<file path="src/rtl/fifo_wptr_full.sv">
// Write-side pointer/full controller for the async FIFO (wclk domain).
// Keeps binary/Gray write pointers, syncs the read Gray pointer and derives the fill flags.
module fifo_wptr_full #(
    parameter int unsigned PTR_WIDTH = 6,
    parameter int unsigned DEPTH     = 64,
    parameter int unsigned AF_THRESH = 56
) (
    input  logic               wclk_i,
    input  logic               wrst_i,
    input  logic               w_en_i,
    input  logic [PTR_WIDTH:0] g_rptr_i,
    output logic [PTR_WIDTH:0] b_wptr_o,
    output logic [PTR_WIDTH:0] g_wptr_o,
    output logic               full_o,
    output logic               almost_full_o,
    output logic [PTR_WIDTH:0] wr_level_o,
    output logic               wr_accept_o,
    output logic               overflow_o
);

    if (PTR_WIDTH < 2) begin : g_bad_width
        $error("fifo_wptr_full: PTR_WIDTH must be >= 2");
    end
    if (DEPTH != (1 << PTR_WIDTH)) begin : g_bad_depth
        $error("fifo_wptr_full: DEPTH must equal 2**PTR_WIDTH");
    end
    if (AF_THRESH < 1 || AF_THRESH > DEPTH) begin : g_bad_thresh
        $error("fifo_wptr_full: AF_THRESH must be in 1..DEPTH");
    end

    localparam logic [PTR_WIDTH:0] DepthW   = DEPTH[PTR_WIDTH:0];
    localparam logic [PTR_WIDTH:0] AfThresh = AF_THRESH[PTR_WIDTH:0];

    logic [PTR_WIDTH:0] rq1_q, rq2_q;
    logic [PTR_WIDTH:0] b_wptr_q, b_wptr_d;
    logic [PTR_WIDTH:0] g_wptr_q, g_wptr_d;
    logic [PTR_WIDTH:0] level_q, level_d;
    logic               full_q, full_d;
    logic               af_q, af_d;
    logic               ovf_q, ovf_d;
    logic [PTR_WIDTH:0] rbin;
    logic               wr_accept;

    assign wr_accept = w_en_i & ~full_q;

    always_comb begin
        rbin            = '0;
        rbin[PTR_WIDTH] = rq2_q[PTR_WIDTH];
        for (int i = PTR_WIDTH - 1; i >= 0; i--) begin
            rbin[i] = rbin[i+1] ^ rq2_q[i];
        end
    end

    always_comb begin
        b_wptr_d = b_wptr_q + {{PTR_WIDTH{1'b0}}, wr_accept};
        g_wptr_d = b_wptr_d ^ (b_wptr_d >> 1);
        level_d  = b_wptr_d - rbin;
        // Full when the write pointer is one lap ahead: top two Gray bits inverted.
        full_d   = (g_wptr_d == {~rq2_q[PTR_WIDTH:PTR_WIDTH-1], rq2_q[PTR_WIDTH-2:0]});
        af_d     = (level_d >= AfThresh);
        ovf_d    = ovf_q | (w_en_i & full_q);
    end

    always_ff @(posedge wclk_i) begin
        if (wrst_i) begin
            rq1_q    <= '0;
            rq2_q    <= '0;
            b_wptr_q <= '0;
            g_wptr_q <= '0;
            level_q  <= '0;
            full_q   <= 1'b0;
            af_q     <= 1'b0;
            ovf_q    <= 1'b0;
        end else begin
            rq1_q    <= g_rptr_i;
            rq2_q    <= rq1_q;
            b_wptr_q <= b_wptr_d;
            g_wptr_q <= g_wptr_d;
            level_q  <= level_d;
            full_q   <= full_d;
            af_q     <= af_d;
            ovf_q    <= ovf_d;
        end
    end

    // Registered state is checked at each edge where it was not just reset.
    always_ff @(posedge wclk_i) begin
        if (!wrst_i) begin
            assert (full_q == (level_q == DepthW))
            else $error("fifo_wptr_full: full disagrees with wr_level");
        end
    end

    assign b_wptr_o      = b_wptr_q;
    assign g_wptr_o      = g_wptr_q;
    assign full_o        = full_q;
    assign almost_full_o = af_q;
    assign wr_level_o    = level_q;
    assign wr_accept_o   = wr_accept;
    assign overflow_o    = ovf_q;

endmodule

</file>
<file path="config.mk">
export PLATFORM = sky130hd
export DESIGN_NAME = fifo_wptr_full
export DESIGN_NICKNAME = d
export VERILOG_FILES = /design/src/rtl/fifo_wptr_full.sv
export SDC_FILE = /design/constraint.sdc
export NUM_CORES = 1
export LEC_CHECK = 0
export CORE_MARGIN = 2
export CORE_UTILIZATION = 50
export CTS_BUF_LIST = sky130_fd_sc_hd__clkbuf_4
export CTS_CLUSTER_SIZE = 12
export DETAILED_ROUTE_END_ITERATION = 6
export PLACE_DENSITY = 0.84
export SLEW_MARGIN = 20
export SYNTH_ARGS = -nofsm -noshare
export SYNTH_HDL_FRONTEND = slang
export SYNTH_SLANG_ARGS = --single-unit
</file>
<file path="constraint.sdc">
create_clock -name wclk_i -period 3.4 [get_ports wclk_i]
set_input_delay 0.68 -clock wclk_i [delete_from_list [all_inputs] [get_ports wclk_i]]
set_output_delay 0.68 -clock wclk_i [all_outputs]
set_load 0.005 [all_outputs]
</file>
==> results of run 1 <==
[power groups by stage]
stage	combinational, mW	sequential, mW	clock (mW)
after floorplan	0.126	0.495	0
after global placement	0.225	0.491	0
after detailed placement	0.232	0.494	0
after CTS	0.233	0.484	0.233
after global routing	0.268	0.487	0.252
final	0.239	0.483	0.227
[layer usage]
metal / up-vias / wire, um
met2: 43 / 1643
li1: 625 / -
met3: 10 / 192
met5: - / 0
met1: 584 / 1326
met4: 0 / 68
[how the worst max path moves through the flow]
| stage | startpoint | to | slack, ps | cells after the start |
|---|---|---|---|---|
| 3_3_place_gp | w_en_i | almost_full_o | 40 | 13 |
| 5_1_grt | rq2_q[4] | almost_full_o | -10 | 13 |
| 6_report | rq2_q[4] | almost_full_o | 220 | 12 |
| 4_1_cts | rq2_q[6] | almost_full_o | 120 | 13 |
| 2_1_floorplan | w_en_i | almost_full_o | 320 | 12 |
| 3_5_place_dp | w_en_i | almost_full_o | -100 | 13 |
[sequential cells by signal, indices dropped and copies added (netlist names)]
name / flops
almost_full_o: 1
b_wptr_o: 7
full_o: 1
g_wptr_o: 6
overflow_o: 1
rq1_q: 7
rq2_q: 7
wr_level_o: 7
[cells in the final DEF, fill, tap and decap left out, types with 3 or more instances in the layout]
cell / instances
nand2_1: 3
clkdlybuf4s50_1: 34
dfxtp_1: 37
buf_4: 12
o21ai_0: 3
nor2_1: 18
nor2b_1: 18
nand3_1: 5
clkbuf_4: 6
and3_1: 4
inv_1: 11
ha_1: 8
xor2_1: 5
xnor2_1: 12
[through the flow]
| stage | hold WS, ps | utilization (%) | instance area [um^2] |
|---|---|---|---|
| CTS | 452.3 | 69.92 | 2170 |
| detailed placement | 427.1 | 68.15 | 2115 |
| floorplan | 413.8 | - | 1655 |
| finish | 445.7 | 70.60 | 2191 |
| global placement | 417.8 | 68.15 | 2115 |
| global route | 465.7 | 70.60 | 2191 |
[worst max-delay path, delay by kind of cell, from the launching register on]
family / cells / cell delay (ps)
AO/OA/AOI/OAI: 3 / 570
XOR/XNOR: 5 / 1280
AND/OR/NAND/NOR: 2 / 480
adder cells (fa/ha/maj): 2 / 420
flip-flops: 1 / 360
[cell families after synthesis]
logic type                 synth area share, %
AOI/OAI and AO/OA                        7.105
DFF                                      44.75
adders and majority gates                7.257
and+or+nand+nor                          18.44
muxes                                   0.6047
xor gates and xnor gates                 17.76
buffers and inverters                    4.082
[final cells by class]
type	instances	share of cell area [%]
Clock buffer	6	2.056
Tap cell	44	2.513
Timing Repair Buffer	46	19.65
Clock inverter	2	0.4569
Inverter	11	1.885
Sequential cell	37	33.81
Multi-Input combinational cell	108	39.63
[repair_timing]
| item | 4_1_cts | 5_1_grt |
|---|---|---|
| hold buffers | 0 | 0 |
| setup buffers | 0 | 0 |
| gates resized for setup | 0 | 3 |
| endpoints found under the setup margin | 0 | 2 |
==> results.yml, run 1 <==
status:
  status: "finished, final reports clean"
finish:
  area_growth_pct: 32.35
  multiInputGateArea_um2: 868.3
  fin_cells: 254
  final-seq-area_um2: 740.7
  fill_cells: 256
  drive_above_1_share_pct: 13.33
  nNetsFinal: 228
  antenna_cells: 0
flow_run:
  maxCapViolations: 0
sta:
  worst_slew_pin_slew_ps: 811.6
  max_slew_margin_pct: 45.72
  fmax_mhz: 314.7
  setup_ws_ps: 222.6
  fin_crit_ps: 3177
  fin_setup_tns_ps: 0
  fin_skew_ps: 6.702
  hold_viol: 0
  maxSlewViolCount: 0
  final-setup-viol-count: 0
  fin_crit_sh_pct: 93.45
synth:
  syn_area_per_cell_um2: 10.22
  ys_ff_latch: 37
  syn_inst: 162
  async_flop_share_pct: 0
  synth_edf_count: 0
  yosys_warnings: 0
  yosysTopAreaCell: "dfxtp_1"
  yosysSeqAreaShare_pct: 44.75
  synth_area_leaders: "dfxtp_1 (45%), nor2b_1 (6.8%), xnor2_1 (6.3%), ha_1 (6.0%), nor2_1 (4.1%)"
  yosysMostFrequentCell: "dfxtp_1"
  syn-cell-area_um2: 1655
  ys.flop_type: "dfxtp_1"
  synth_top_cell_area_share_pct: 44.75
  synthDistinctLibCells: 34
  yosys-top-cells-count: "dfxtp_1 (37), nor2_1 (18), nor2b_1 (18)"
  synth_nets: 181
clocking:
  clk_path_buf_depth: 2
  cts_sinks: 37
  htree_levels: 2
  clkSlewWorstSetupHoldPaths_ps: 100
  cts_made_buffers: 5
  insertion_delay_ps: 350
  cts_tree: "built"
  root_buffer: "clkbuf_4"
grt:
  grt_pass1_wl_um: 5216
  antenna_found_initial: 0
  top_usage_layer: "met2"
  first_global_vias: 1234
  grt_start_max_net_pins: 24
  met3_usage_pct: 6.513
  grt_use_total_pct: 19.28
  grtUsageMet2_pct: 33.83
  grt-ovfl-total: 0
  met1_usage_pct: 21.36
routing:
  wl_per_cell_um: 12.72
  wirelength_um: 3231
  drc: 0
  via_per_inst: 4.969
  drt-initial-drc-count: 30
  via_count: 1262
  drt.antenna.violating_nets: 0
  dr.pass1.iters: 4
setup_path:
  r2r-start: "rq2_q[4]"
  worstPathArrival_ps: 3460
  r2r.worst_path.cells: 12
  timing.rr.end: "almost_full_o"
  critical_path.endpoint_type: "flip-flop"
  path_cells: "xnor3_2 -> xor2_4 -> xor2_2 -> xor2_2 -> xnor2_1 -> ha_1 -> fa_1 -> nor2b_1 -> o31a_1 -> o21a_1 -> or4_1 -> o211ai_1"
  crit_slowest_cell: "xnor3_2"
  crit_fanout: 3
  required_ps: 3680
  critPathLaunchType: "flip-flop"
  setup.worst_path.class: "flip-flop to flip-flop"
  rrSetupSlack_ps: 220
  crit_top_cell: "xor2_2"
  slowest_delay_ps: 490
pwr:
  power.net_switching_mw: 0.2550
  combPwrFrac_pct: 25.2
  p_int_mw: 0.6941
  p_total_mw: 0.9491
  power_frac_seq_pct: 50.9
  peakVddDrop_v: 0.0002778
  clockPowerShare_pct: 23.9
  power.density_nw_per_um2: 433.2
  p_leak_nw: 0.9308
  swShare_pct: 26.86
floorplan:
  coreArea_um2: 3103
  start_util_pct: 53.35
  die_area_um2: 3787
  die-width_um: 61.54
  die_h_um: 61.54
  ios: 35
  fp-row-count: 20
hold_path:
  whs_path_depth: 1
  worstHoldStart: "rq1_q[5]"
  holdCritPathClass: "flip-flop to flip-flop"
  hold_end: "rq2_q[5]"
placement:
  dp_slack_ps: -104.3
  gp_congestion: 0.9190
  dp.cells: 246
  portBuffers: 34
  dp_hpwl_um: 2479
Note: power is estimated with default switching activity, not from simulation.
==> inputs of run 2 (changes only) <==
--- a/config.mk
+++ b/config.mk
@@ -5,11 +5,13 @@
 export SDC_FILE = /design/constraint.sdc
 export NUM_CORES = 1
 export LEC_CHECK = 0
+export CAP_MARGIN = 20
 export CORE_MARGIN = 2
 export CORE_UTILIZATION = 50
 export CTS_BUF_LIST = sky130_fd_sc_hd__clkbuf_4
 export CTS_CLUSTER_SIZE = 12
 export DETAILED_ROUTE_END_ITERATION = 6
+export MAX_ROUTING_LAYER = met4
 export PLACE_DENSITY = 0.84
 export SLEW_MARGIN = 20
 export SYNTH_ARGS = -nofsm -noshare
==> run 2 against run 1 <==
Setup slack hardly changed. Maximum frequency about the same. Final area is the same. Critical path type unchanged. Highest routed layer unchanged.
==> results.yml, run 2 (synthesized netlist as in run 1, its figures left out) <==
finish:
  drive_above_1_share_pct: 13.33
  nNetsFinal: 228
  fin_cells: 254
  mostFrequentLayoutCell: "dfxtp_1"
  finalInstanceArea_um2: 2191
  antenna_cells: 0
  final_cell_mix: "dfxtp_1 (37), clkdlybuf4s50_1 (34), nor2b_1 (18), nor2_1 (18)"
  area_growth_pct: 32.35
  fin_util_pct: 70.60
clocking:
  cts_tree: "built"
  cts_made_buffers: 5
  cts_setup_buffers: 0
  cts_sinks: 37
  cts_hold_buf: 0
  clk_path_buf_depth: 2
  insertion_delay_ps: 340
  root_buffer: "clkbuf_4"
  htree_levels: 2
  clkSlewWorstSetupHoldPaths_ps: 100
routing:
  routed-wl-met2_um: 1646
  drt.antenna.violating_nets: 0
  m1WireLength_um: 1397
  via_count: 1241
  drt-initial-drc-count: 32
  wl_per_cell_um: 12.77
  top_layer_used: "met4"
  dr.pass1.iters: 4
  wirelength_um: 3244
  wl_met3_um: 150
  drc: 0
  via_per_inst: 4.886
flow_run:
  maxCapViolations: 0
placement:
  postPlaceCellArea_um2: 2115
  gp_congestion: 0.9350
  dp.cells: 246
  dp_hpwl_um: 2479
  portBuffers: 34
grt:
  grt-ovfl-total: 0
  grt_start_max_net_pins: 24
  antenna_found_initial: 0
  grt_pass1_wl_um: 5237
  grt_use_total_pct: 19.97
  first_global_vias: 1229
pwr:
  peakVddDrop_v: 0.0002804
  p_total_mw: 0.9481
  power.density_nw_per_um2: 432.8
  p_leak_nw: 0.9308
sta:
  fin_crit_sh_pct: 93.45
  max_slew_margin_pct: 45.85
  maxSlewViolCount: 0
  hold_viol: 0
  fin_skew_ps: 6.302
  worst_slew_pin_slew_ps: 809.7
  fin_crit_ps: 3177
  fmax_mhz: 314.7
  fin_setup_tns_ps: 0
  final-setup-viol-count: 0
setup_path:
  critPathLaunchType: "flip-flop"
  required_ps: 3670
  setup.worst_path.class: "flip-flop to flip-flop"
  critical_path.endpoint_type: "flip-flop"
  path_cells: "xnor3_2 -> xor2_4 -> xor2_2 -> xor2_2 -> xnor2_1 -> ha_1 -> fa_1 -> nor2b_1 -> o31a_1 -> o21a_1 -> or4_1 -> o211ai_1"
  crit_top_cell: "xor2_2"
  worst_path_dominant_cell_family: "XOR/XNOR gates"
  slowest_delay_ps: 490
  crit_fanout: 3
  crit_slowest_cell: "xnor3_2"
  worstPathArrival_ps: 3450
  cp_num_buf_inv: 0
hold_path:
  holdCritPathClass: "flip-flop to flip-flop"
floorplan:
  start_util_pct: 53.35
  die_area_um2: 3787
  coreArea_um2: 3103
  die_h_um: 61.54
  ios: 35
  die-width_um: 61.54
  fp-row-count: 20
status:
  status: "finished, final reports clean"
[run 2: cell counts in the layout (fill, tap and decap cells not counted)]
Identical to the previous run, type by type.
[run 2: metrics by stage]
step                hold slack (ps)  worst slack, ps
floorplan                     413.8            318.9
global placement              417.8            44.84
detailed placement            427.1           -104.3
CTS                           452.3            120.6
global route                  465.7           -10.12
finish                        445.5            222.8
[run 2: where the power goes]
part / switching (mW) / internal [mW] / total, mW
logic: 0.101 / 0.138 / 0.239
clock network: 0.139 / 0.0867 / 0.226
registers: 0.0142 / 0.469 / 0.483
total: 0.254 / 0.694 / 0.948
[run 2: final timing paths]
check,depth (start not counted),startpoint,end,slack [ps]
min,1,rq1_q[5],rq2_q[5],450
min reg2reg,1,rq1_q[5],rq2_q[5],450
max,12,rq2_q[4],almost_full_o,220
max reg2reg,12,rq2_q[4],almost_full_o,220
[run 2: layout make-up]
cell class                 count  area, um^2
clock inverter                 2       10.01
inverter                      11       41.29
tap                           44       55.05
sequential                    37       740.7
clock buffer                   6       45.04
timing repair buffer          46       430.4
fill                         256       912.1
multi-input combinational    108       868.3
[run 2: routing by layer]
metal	vias up	global-route usage, %
li1	624	-
met1	577	21.76
met2	34	33.83
met3	6	6.303
met4	0	7.599
met5	-	-
[run 2: what timing repair did]
item	4_1_cts	5_1_grt
endpoints found under the setup margin	0	2
endpoints found under the hold margin	0	0
gates resized for setup	0	3
